<file path="config.mk">
export PLATFORM = sky130hd
export DESIGN_NAME = apb_slave_regfile
export DESIGN_NICKNAME = d
export VERILOG_FILES = /design/src/rtl/apb_pkg.sv /design/src/rtl/apb_regbank.sv /design/src/rtl/apb_slave_regfile.sv
export SDC_FILE = /design/constraint.sdc
export NUM_CORES = 1
export LEC_CHECK = 0
export CELL_PAD_IN_SITES_DETAIL_PLACEMENT = 1
export CELL_PAD_IN_SITES_GLOBAL_PLACEMENT = 1
export CORE_AREA = 2 2 233 235
export DETAILED_ROUTE_END_ITERATION = 6
export DIE_AREA = 0 0 235 237
export GPL_ROUTABILITY_DRIVEN = 0
export GPL_TIMING_DRIVEN = 0
export PLACE_DENSITY_LB_ADDON = 0.1
export SLEW_MARGIN = 20
export SYNTH_ARGS = -nofsm -noshare
export SYNTH_HDL_FRONTEND = slang
export SYNTH_SLANG_ARGS = --single-unit
export TNS_END_PERCENT = 10
</file>
<file path="constraint.sdc">
create_clock -name clk -period 9.2 [get_ports clk]
set_clock_uncertainty 0.15 [all_clocks]
set_input_delay 1.38 -clock clk [delete_from_list [all_inputs] [get_ports clk]]
set_output_delay 1.38 -clock clk [all_outputs]
set_load 0.02 [all_outputs]
</file>
<file path="src/rtl/apb_pkg.sv">
// Shared types for the APB slave register file:
// FSM encoding, word-address shift and error-cause helper.
package apb_pkg;

  typedef enum logic [1:0] {
    IDLE   = 2'b00,
    SETUP  = 2'b01,
    ACCESS = 2'b10
  } apb_state_t;

  localparam int APB_WORD_SHIFT = 2;

  function automatic logic apb_err_cause(
    input logic misalign,
    input logic range_err,
    input logic ro_write
  );
    return misalign | range_err | ro_write;
  endfunction

endpackage

</file>
<file path="src/rtl/apb_regbank.sv">
// Register storage for the APB slave: strobe-masked write,
// RO/RW read mux and flattened regs_o.
module apb_regbank
  import apb_pkg::*;
#(
  parameter int                   DATA_W    = 32,
  parameter int                   NUM_REGS  = 8,
  parameter int                   IDX_W     = 3,
  parameter logic [NUM_REGS-1:0]  RO_MASK   = '0,
  parameter logic [DATA_W-1:0]    RESET_VAL = '0
) (
  input  logic                       clk,
  input  logic                       reset,
  input  logic                       we,
  input  logic [IDX_W-1:0]           widx,
  input  logic [DATA_W-1:0]          wdata,
  input  logic [DATA_W/8-1:0]        wstrb,
  input  logic [IDX_W-1:0]           ridx,
  input  logic [NUM_REGS*DATA_W-1:0] status_i,
  output logic [DATA_W-1:0]          rdata,
  output logic [NUM_REGS*DATA_W-1:0] regs_o
);

  localparam int NB = DATA_W / 8;

  logic [DATA_W-1:0] mem [NUM_REGS];

  always_ff @(posedge clk or posedge reset) begin
    if (reset) begin
      for (int k = 0; k < NUM_REGS; k++)
        mem[k] <= RESET_VAL;
    end else if (we) begin
      for (int k = 0; k < NUM_REGS; k++)
        for (int b = 0; b < NB; b++)
          if (widx == IDX_W'(k) && wstrb[b])
            mem[k][b*8 +: 8] <= wdata[b*8 +: 8];
    end
  end

  // RO slots never get written, so their storage simply holds RESET_VAL
  always_comb begin
    rdata = '0;
    for (int k = 0; k < NUM_REGS; k++)
      if (ridx == IDX_W'(k))
        rdata = RO_MASK[k] ? status_i[k*DATA_W +: DATA_W]
                           : mem[k];
  end

  for (genvar g = 0; g < NUM_REGS; g++) begin : g_pack
    assign regs_o[g*DATA_W +: DATA_W] = mem[g];
  end

endmodule

</file>
<file path="src/rtl/apb_slave_regfile.sv">
// APB slave register file with wait states and PSLVERR.
// Define APB_PSTRB_EN to add the pstrb byte-strobe port.
module apb_slave_regfile
  import apb_pkg::*;
#(
  parameter int                  ADDR_W      = 8,
  parameter int                  DATA_W      = 32,
  parameter int                  NUM_REGS    = 8,
  parameter int                  WAIT_CYCLES = 0,
  parameter logic [NUM_REGS-1:0] RO_MASK     = '0,
  parameter logic [DATA_W-1:0]   RESET_VAL   = '0
) (
  input  logic                       clk,
  input  logic                       reset,
  input  logic                       psel,
  input  logic                       penable,
  input  logic                       pwrite,
  input  logic [ADDR_W-1:0]          paddr,
  input  logic [DATA_W-1:0]          pwdata,
`ifdef APB_PSTRB_EN
  input  logic [DATA_W/8-1:0]        pstrb,
`endif
  output logic                       pready,
  output logic                       pslverr,
  output logic [DATA_W-1:0]          prdata,
  output logic [NUM_REGS*DATA_W-1:0] regs_o,
  input  logic [NUM_REGS*DATA_W-1:0] status_i,
  output logic [1:0]                 state_o
);

  localparam int NB    = DATA_W / 8;
  localparam int IDX_W = (NUM_REGS > 1) ? $clog2(NUM_REGS) : 1;

  apb_state_t        state, state_n;
  logic [3:0]        wcnt, wcnt_n;
  logic              cap, commit;
  logic [IDX_W-1:0]  idx_q;
  logic              wr_q, err_q;
  logic [DATA_W-1:0] wdata_q, rdata;
  logic [NB-1:0]     strb_q, strb_in;
  logic [31:0]       word;
  logic              misalign, out_rng, ro_hit, err_in;

`ifdef APB_PSTRB_EN
  assign strb_in = pstrb;
`else
  assign strb_in = '1;
`endif

  assign word     = 32'(paddr >> APB_WORD_SHIFT);
  assign misalign = paddr[1:0] != 2'b00;
  assign out_rng  = word >= 32'(NUM_REGS);

  always_comb begin
    ro_hit = 1'b0;
    for (int k = 0; k < NUM_REGS; k++)
      if (word == 32'(k))
        ro_hit = RO_MASK[k];
  end

  assign err_in = apb_err_cause(misalign, out_rng,
                                pwrite & ro_hit);

  always_comb begin
    state_n = state;
    wcnt_n  = wcnt;
    cap     = 1'b0;
    commit  = 1'b0;
    unique case (state)
      IDLE: begin
        if (psel && !penable) begin
          cap = 1'b1;
          if (WAIT_CYCLES == 0) begin
            state_n = ACCESS;
          end else begin
            state_n = SETUP;
            wcnt_n  = 4'(WAIT_CYCLES - 1);
          end
        end
      end
      SETUP: begin
        if (!psel || !penable)
          state_n = IDLE;
        else if (wcnt == 4'd0)
          state_n = ACCESS;
        else
          wcnt_n = wcnt - 4'd1;
      end
      ACCESS: begin
        state_n = IDLE;
        commit  = psel && wr_q && !err_q;
      end
      default: state_n = IDLE;
    endcase
  end

  always_ff @(posedge clk or posedge reset) begin
    if (reset) begin
      state   <= IDLE;
      wcnt    <= '0;
      idx_q   <= '0;
      wr_q    <= 1'b0;
      err_q   <= 1'b0;
      wdata_q <= '0;
      strb_q  <= '0;
    end else begin
      state <= state_n;
      wcnt  <= wcnt_n;
      if (cap) begin
        idx_q   <= word[IDX_W-1:0];
        wr_q    <= pwrite;
        err_q   <= err_in;
        wdata_q <= pwdata;
        strb_q  <= strb_in;
      end
    end
  end

  apb_regbank #(
    .DATA_W    (DATA_W),
    .NUM_REGS  (NUM_REGS),
    .IDX_W     (IDX_W),
    .RO_MASK   (RO_MASK),
    .RESET_VAL (RESET_VAL)
  ) u_bank (
    .clk      (clk),
    .reset    (reset),
    .we       (commit),
    .widx     (idx_q),
    .wdata    (wdata_q),
    .wstrb    (strb_q),
    .ridx     (idx_q),
    .status_i (status_i),
    .rdata    (rdata),
    .regs_o   (regs_o)
  );

  assign pready  = state == ACCESS;
  assign pslverr = pready & err_q;
  assign prdata  = (pready && !wr_q && !err_q) ? rdata : '0;
  assign state_o = state;

endmodule

</file>
# == Word level (Yosys, flattened, before mapping) ==
# Cells that the tools add are included.
# word_totals
register_bits,300
input_bits,301
output_inout_bits,292
wordCells,152
# op_classes
n_addsub,1
n_lt_le_gt_ge,1
eq_ne,11
mux,16
bitwise,4
n_reduce_logical,80
# op_table
operator,count
32-bit two-way mux,9
2-bit AND reduction,33
1-bit logical AND,37
3-bit == test (second input constant),4
3-bit by 2-bit == test with 1-bit output (second input constant),2
6-bit by 4-bit greater-or-equal comparator with 1-bit output (second input constant),1
2-bit two-way mux,3
1-bit zero test,4
4-bit zero test,1
2-bit one-hot mux with 2 select lines,1
4-bit by 1-bit subtractor with 4-bit output (second input constant),1
3-bit by 1-bit == test with 1-bit output (second input constant),1
3-bit zero test,1
1-bit two-way mux,3
3-bit inequality test (second input constant),1
3-bit AND reduction,1
2-bit by 1-bit == test with 1-bit output (second input constant),1
2-bit == test (second input constant),1
2-bit zero test,1
2-bit inequality test (second input constant),1
1-bit inverter,2
2-bit nonzero test,1
1-bit AND,1
1-bit logical OR,1
1-bit OR,1

# == Longest topological paths before layout ==
# Gate-level depths: netlist (run 1).
# logic_depth
depth_word,10
ltp_mapped,8

# == Hierarchy ==
# Synthesis (run 1) repeated with hierarchy kept, for this count alone.
# hier_totals
cells_unflattened,1064
hier_area_um2,13922.1
# by_module_without_submodules
mod,instances,cells_each,area_per_inst_um2
apb_regbank,1,938,12167.9
apb_slave_regfile,1,126,1754.2

# == Worst setup path after synthesis (run 1) ==
# OpenSTA, ideal clock, no wires.
# synth_path
kind,register to output
from,register idx_q[1]
to,output prdata[14]
arrival_ns,1.679
path_slack_ns,5.991
path_stages_with_launch,7
n_path_buf,4
cell_sequence,dfrtp_1 buf_6 buf_2 buf_2 clkbuf_1 o221ai_1 a21oi_1
# synth_between
elab_chain_cells,10
elab_cells_between_ends,17
cone_classes,eq/ne (7); mux (9); reduce/logical (1)
# synth_rtl
item,line_no,rtl
"start, declared",apb_slave_regfile.sv:37,logic [IDX_W-1:0] idx_q;
"start signal, assigned",apb_slave_regfile.sv:110,idx_q <= word[IDX_W-1:0];
3-bit zero test,apb_regbank.sv:44,if (ridx == IDX_W'(k))
32-bit two-way mux (7 in series),apb_regbank.sv:44,
32-bit two-way mux *,apb_regbank.sv:44,
32-bit two-way mux *,apb_slave_regfile.sv:140,assign prdata = (pready && !wr_q && !err_q) ? rdata : '0;
"end, declared",apb_slave_regfile.sv:25,"output logic [DATA_W-1:0] prdata,"
# Every way passes the cells marked *; elsewhere a longest branch is shown, timed or not.

# == Worst setup path in the final report (run 1) ==
# layout_path
from,register idx_q[0]
to,output prdata[23]
# Same word-level chain as after synthesis.

==> results of run 1 <==
-- logic make-up (layout without fill, tap and decap cells) --
kind of cell / Yosys count / count (layout) / synth area share
buffers and inverters: 71 / 481 / 0.0285
other: 1 / 3 / 0.000283
muxes: 376 / 376 / 0.323
and+or+nand+nor: 44 / 44 / 0.0174
AOI/OAI and AO/OA: 134 / 134 / 0.0730
DFF: 295 / 295 / 0.558
-- worst max-delay path, stage by stage, from the launching register on --
cell             delay [ns]
dfrtp_1                0.41
buf_2                  0.29
buf_1                  0.62
clkbuf_1               0.76
o221ai_1               0.30
a21oi_1                0.23
clkdlybuf4s50_1        0.71
-- state kept, by name (all words and copies together), names as in the netlist --
signal / cells
state_o: 1
u_bank.regs_o: 256
strb_q: 1
wr_q: 1
err_q: 1
wdata_q: 32
idx_q: 3
-- how the worst min path moves through the flow --
| stage | startpoint | to |
|---|---|---|
| 2_1_floorplan | strb_q[0] | strb_q[0] |
| 3_3_place_gp | strb_q[0] | strb_q[0] |
| 3_5_place_dp | strb_q[0] | strb_q[0] |
| 4_1_cts | strb_q[0] | strb_q[0] |
| 5_1_grt | strb_q[0] | strb_q[0] |
| 6_report | strb_q[0] | strb_q[0] |
-- power by group through the flow --
stage          Sequential, W  Clock (W)  Combinational (W)
2_1_floorplan        0.00145          0           0.000204
3_5_place_dp         0.00146          0           0.000454
4_1_cts              0.00144    0.00150           0.000455
5_1_grt              0.00145    0.00155           0.000471
6_report             0.00144    0.00145           0.000443
3_3_place_gp         0.00146          0           0.000439
-- layer usage --
layer,global-route usage,vias up
met2,0.329,257
met1,0.270,5043
met4,0.0437,2
met3,0.0546,60
met5,0,-
li1,-,4209
-- layout make-up --
| type | instances | share of cell area |
|---|---|---|
| Clock buffer | 59 | 0.0616 |
| Timing Repair Buffer | 346 | 0.190 |
| Multi-Input combinational cell | 555 | 0.290 |
| Sequential cell | 295 | 0.391 |
| Clock inverter | 5 | 0.00152 |
| Buffer | 69 | 0.0196 |
| Tap cell | 696 | 0.0461 |
| Inverter | 2 | 0.000596 |
| Antenna cell | 2 | 0.000265 |
-- cells in the final DEF, fill, tap and decap left out, drive strengths merged, types with 2 or more instances in the layout --
cell type / synthesis / routed
o211a: 7 / 7
diode: 0 / 2
o221ai: 30 / 30
nor2b: 3 / 3
o22a: 23 / 23
clkdlybuf4s50: 0 / 335
nand2b: 2 / 2
nand2: 13 / 13
clkbuf: 24 / 83
o211ai: 8 / 8
mux2: 321 / 321
a2bb2oi: 7 / 7
clkinv: 0 / 5
mux2i: 55 / 55
buf: 45 / 56
nand3: 5 / 5
dfrtp: 295 / 295
nor2: 9 / 9
or2: 3 / 3
a21oi: 25 / 25
nor3: 2 / 2
and2: 2 / 2
o21ai: 29 / 29
-- through the flow --
step / hold slack [ns] / setup WS [ns]
4_1_cts: 0.324 / 3.72
3_5_place_dp: 0.309 / 4.36
3_3_place_gp: 0.309 / 1.02
6_report: 0.322 / 3.81
5_1_grt: 0.364 / 3.65
2_1_floorplan: 0.290 / 3.75
==> impl_metrics.tcl, run 1 <==
set metrics [dict create \
    track_usage 0.202 \
    start_util 0.248 \
    h-tree-depth 2 \
    synth_top_area_cell "dfrtp_1" \
    p_sw_w 0.000942 \
    setup-tns-final_ns 0 \
    grt_pass1_wl_um 80800 \
    finalCritPeriodShare 0.586 \
    wl_met1_um 25400 \
    wl_um 56600 \
    wl_met2_um 26600 \
    ctsResizeCount 0 \
    regToRegSetupSlack_ns 6.47 \
    fin_crit_ns 5.39 \
    total_power_w 0.00333 \
    syn_area_um2 13200 \
    cellLeakagePower_nw 8.46 \
    io_pins 593 \
    fmax_mhz 186 \
    dp_cells 1963 \
    syn_area_per_cell_um2 14.4 \
    synth.most_common_cell "dfrtp_1" \
    clkPwrFrac 0.435 \
    yosys-top-cells-area "dfrtp_1, mux2_2, mux2i_1, mux2_4, o221ai_1" \
    hold_class "reg -> reg" \
    swShare 0.283 \
    drv_cap 0 \
    grt_max_degree 32 \
    hold_viol_final 0 \
    cts_inserted_buffers 38 \
    antenna_left 0 \
    worst_slew_pin_slew_ns 1.05 \
    reg2reg_from "state_o[1]" \
    num_vias 9571 \
    yosysTopAreaCellShare 0.558 \
    critical_path.startpoint_type "flop" \
    clock_latency_ns 0.55 \
    worstSetupEndpoint "prdata[23]" \
    drive_gt1_frac 0.319 \
    area_growth_pct 42.8 \
    die_w_um 235 \
    post_cts_buffers 0 \
    critical_path.startpoint "idx_q[0]" \
    dieArea_um2 55700 \
    internal_power_w 0.00238 \
    clk_pin_slew_ns 0.06 \
    synth_common_cells "dfrtp_1, mux2_2, mux2i_1" \
    final_util 0.355 \
    syn_nets 1222 \
    fp.dieH_um 237 \
    fillers 5603 \
    post_drt_wl_per_cell_um 27.9 \
    synthArstFlopShare 1.00 \
    arrival_ns 3.86 \
    cp_max_fo 10 \
    antenna_found_initial 2 \
    ys_types 40 \
    seq_area_um2 7380 \
    dpl_cell_area_um2 17700 \
    final_nets 1608 \
    routed.top_layer "met5" \
    ir_drop_mv 0.0957 \
    drcViolationCount 0 \
    viasPerCell 4.72 \
    synth_flop_cell "dfrtp_1" \
    grt_pass1_vias 10500 \
    cp_data_required_time_ns 7.67 \
    dp_hpwl_um 39800 \
    final_cells 2029 \
    design_area_um2 18900 \
    seqPwrFrac 0.432 \
    synth-edff-count 0 \
    num_rows 85 \
    clockBufferDepth 3 \
    hold_depth 1 \
    core_um2 53300 \
    cts.sink_count 295 \
    hold_buffers 0 \
    clockRootBuffer "clkbuf_16" \
    r2r-end "wdata_q[22]" \
    wl_met3_um 3670 \
    finalSetupViolations 0 \
    synth-seq-area-share 0.558 \
    overflow 0 \
    rsz0062_at_grt "false" \
    yosysWarnings 0 \
    synth_seq_cells 295 \
    power-per-cell-area_nw_per_um2 176 \
    relSlewSlack 0.297 \
    reg2reg_depth 3 \
    dr.pass1.iters 4 \
    syn_inst 921 \
    multi_input_area_um2 5480 \
    drt-initial-drc-count 400 \
    drv_slew 0 \
    path_class "reg -> out" \
    portBuffers 335 \
    cts_tree "done" \
    status "completed" \
    combPwrFrac 0.133 \
    end_kind "output port" \
]
(Power assumes the default switching activity.)
==> run 2: changes to the inputs <==
--- a/config.mk
+++ b/config.mk
@@ -7,9 +7,9 @@
 export LEC_CHECK = 0
 export CELL_PAD_IN_SITES_DETAIL_PLACEMENT = 1
 export CELL_PAD_IN_SITES_GLOBAL_PLACEMENT = 1
-export CORE_AREA = 2 2 233 235
+export CORE_AREA = 2 2 229 231
 export DETAILED_ROUTE_END_ITERATION = 6
-export DIE_AREA = 0 0 235 237
+export DIE_AREA = 0 0 231 233
 export GPL_ROUTABILITY_DRIVEN = 0
 export GPL_TIMING_DRIVEN = 0
 export PLACE_DENSITY_LB_ADDON = 0.1
==> constraint.sdc (replaced) <==
create_clock -name clk -period 5.1 [get_ports clk]
set_clock_uncertainty 0.15 [all_clocks]
set_input_delay 0.765 -clock clk [delete_from_list [all_inputs] [get_ports clk]]
set_output_delay 0.765 -clock clk [all_outputs]
set_load 0.02 [all_outputs]
==> run 2 against run 1 <==
Wire length fell by 0.65%; first-iteration DRC count fell by 8.8%; critical path depth did not move; count of clock-buffer cells in the layout fell by 2; clock power rose by 88%; global-route usage rose by 0.57 points; utilization rose by 1.6 points; cell count fell by 0.59%; setup slack got worse by 3.5 ns; largest power group unchanged.
==> impl_metrics.tcl, run 2 (synthesis results as in run 1) <==
set metrics [dict create \
    arrival_ns 3.84 \
    hold_class "reg -> reg" \
    cts_inserted_buffers 38 \
    drv_slew 0 \
    seqPwrFrac 0.424 \
    final_common_cell "clkdlybuf4s50_1" \
    drv_cap 0 \
    dr.pass1.iters 4 \
    cts_tree "done" \
    worst_slew_pin_slew_ns 1.08 \
    critical_path.startpoint "idx_q[0]" \
    cp_cell_sequence "buf_2 > buf_1 > clkbuf_1 > o221ai_1 > a21oi_1 > clkdlybuf4s50_1" \
    p_sw_w 0.00174 \
    cts.sink_count 295 \
    final_nets 1608 \
    r2r-end "idx_q[0]" \
    drcViolationCount 0 \
    io_pins 593 \
    reg2reg_from "idx_q[0]" \
    holdCritStartpoint "strb_q[0]" \
    end_kind "output port" \
    dieArea_um2 53800 \
    grt_pass1_wl_um 79200 \
    crit_buf_inv 4 \
    hold_depth 1 \
    grt_pass1_vias 10300 \
    ctsResizeCount 0 \
    drive_gt1_frac 0.325 \
    die_w_um 231 \
    combPwrFrac 0.130 \
    critical_path.startpoint_type "flop" \
    final_util 0.370 \
    fin_crit_ns 4.75 \
    finalSetupViolations 0 \
    antenna_left 0 \
    post_drt_wl_per_cell_um 27.9 \
    portBuffers 335 \
    status "completed" \
    grt_max_degree 32 \
    viasPerCell 4.72 \
    final_cell_mix "clkdlybuf4s50_1, dfrtp_1, mux2_2" \
    slowest_stage "clkbuf_1" \
    rsz0062_at_grt "false" \
    num_rows 83 \
    clock_latency_ns 0.55 \
    clkPwrFrac 0.446 \
    track_usage 0.208 \
    dp_cells 1947 \
    finalCritPeriodShare 0.932 \
    swShare 0.285 \
    clockBufferDepth 3 \
    fp.dieH_um 233 \
    fmax_mhz 210 \
    power-per-cell-area_nw_per_um2 323 \
    cp_max_fo 10 \
    max_stage_delay_ns 0.72 \
    antenna_found_initial 2 \
    ir_drop_mv 0.170 \
    path_depth 6 \
    cellLeakagePower_nw 8.49 \
    wl_um 56200 \
    cp_data_required_time_ns 4.18 \
    drt-initial-drc-count 365 \
    path_class "reg -> out" \
    area_growth_pct 43.0 \
    min_to "strb_q[0]" \
    hold_viol_final 0 \
    clk_pin_slew_ns 0.06 \
    total_power_w 0.00612 \
    regToRegSetupSlack_ns 2.50 \
    num_vias 9528 \
    hold_buffers 0 \
    core_um2 51100 \
    overflow 0 \
    fillers 5373 \
    setup-tns-final_ns 0 \
    start_util 0.259 \
    internal_power_w 0.00437 \
    post_cts_buffers 0 \
    clockRootBuffer "clkbuf_16" \
    dp_hpwl_um 39200 \
    relSlewSlack 0.279 \
    reg2reg_depth 4 \
    h-tree-depth 2 \
    largest_register_ffs 256 \
    cpLargestDelayFamily "buffers and inverters" \
    final_cells 2017 \
]
[run 2: how the worst max path moves through the flow]
stage	endpoint	slack (ns)
finish	prdata[18]	0.35
global route	prdata[23]	0.16
CTS	prdata[21]	0.24
detailed placement	prdata[21]	0.86
global placement	u_bank.regs_o[137]	-2.45
floorplan	err_q	0.27
[run 2: area by class of cell]
class | count | area [µm²] | share of cell area
Timing Repair Buffer | 346 | 3570 | 0.189
Inverter | 2 | 11.3 | 0.000595
Antenna cell | 1 | 2.50 | 0.000132
Sequential cell | 295 | 7380 | 0.390
Multi-Input combinational cell | 555 | 5480 | 0.289
Clock inverter | 12 | 93.8 | 0.00496
Tap cell | 680 | 851 | 0.0449
Buffer | 69 | 372 | 0.0196
Clock buffer | 57 | 1170 | 0.0616
[run 2: power by group through the flow]
stage	Clock, W	Combinational (W)	Sequential (W)
after global routing	0.00290	0.000845	0.00261
after global placement	0	0.000783	0.00264
final	0.00273	0.000794	0.00259
after floorplan	0	0.000367	0.00262
after CTS	0.00281	0.000812	0.00259
after detailed placement	0	0.000807	0.00264
[run 2: stage by stage]
| stage | setup WS, ns | hold WS, ns | cell area, µm² |
|---|---|---|---|
| after CTS | 0.242 | 0.325 | 18900 |
| after global routing | 0.161 | 0.336 | 18900 |
| after detailed placement | 0.856 | 0.320 | 17700 |
| after floorplan | 0.268 | 0.290 | 13200 |
| final | 0.346 | 0.322 | 18900 |
| after global placement | -2.45 | 0.307 | 17400 |
[run 2: metal layers]
| metal | wire (µm) | global-route usage | up-vias |
|---|---|---|---|
| li1 | - | - | 4205 |
| met1 | 25600 | 0.280 | 5005 |
| met2 | 25800 | 0.329 | 257 |
| met3 | 3950 | 0.0610 | 59 |
| met4 | 836 | 0.0456 | 2 |
| met5 | 16 | 0 | - |
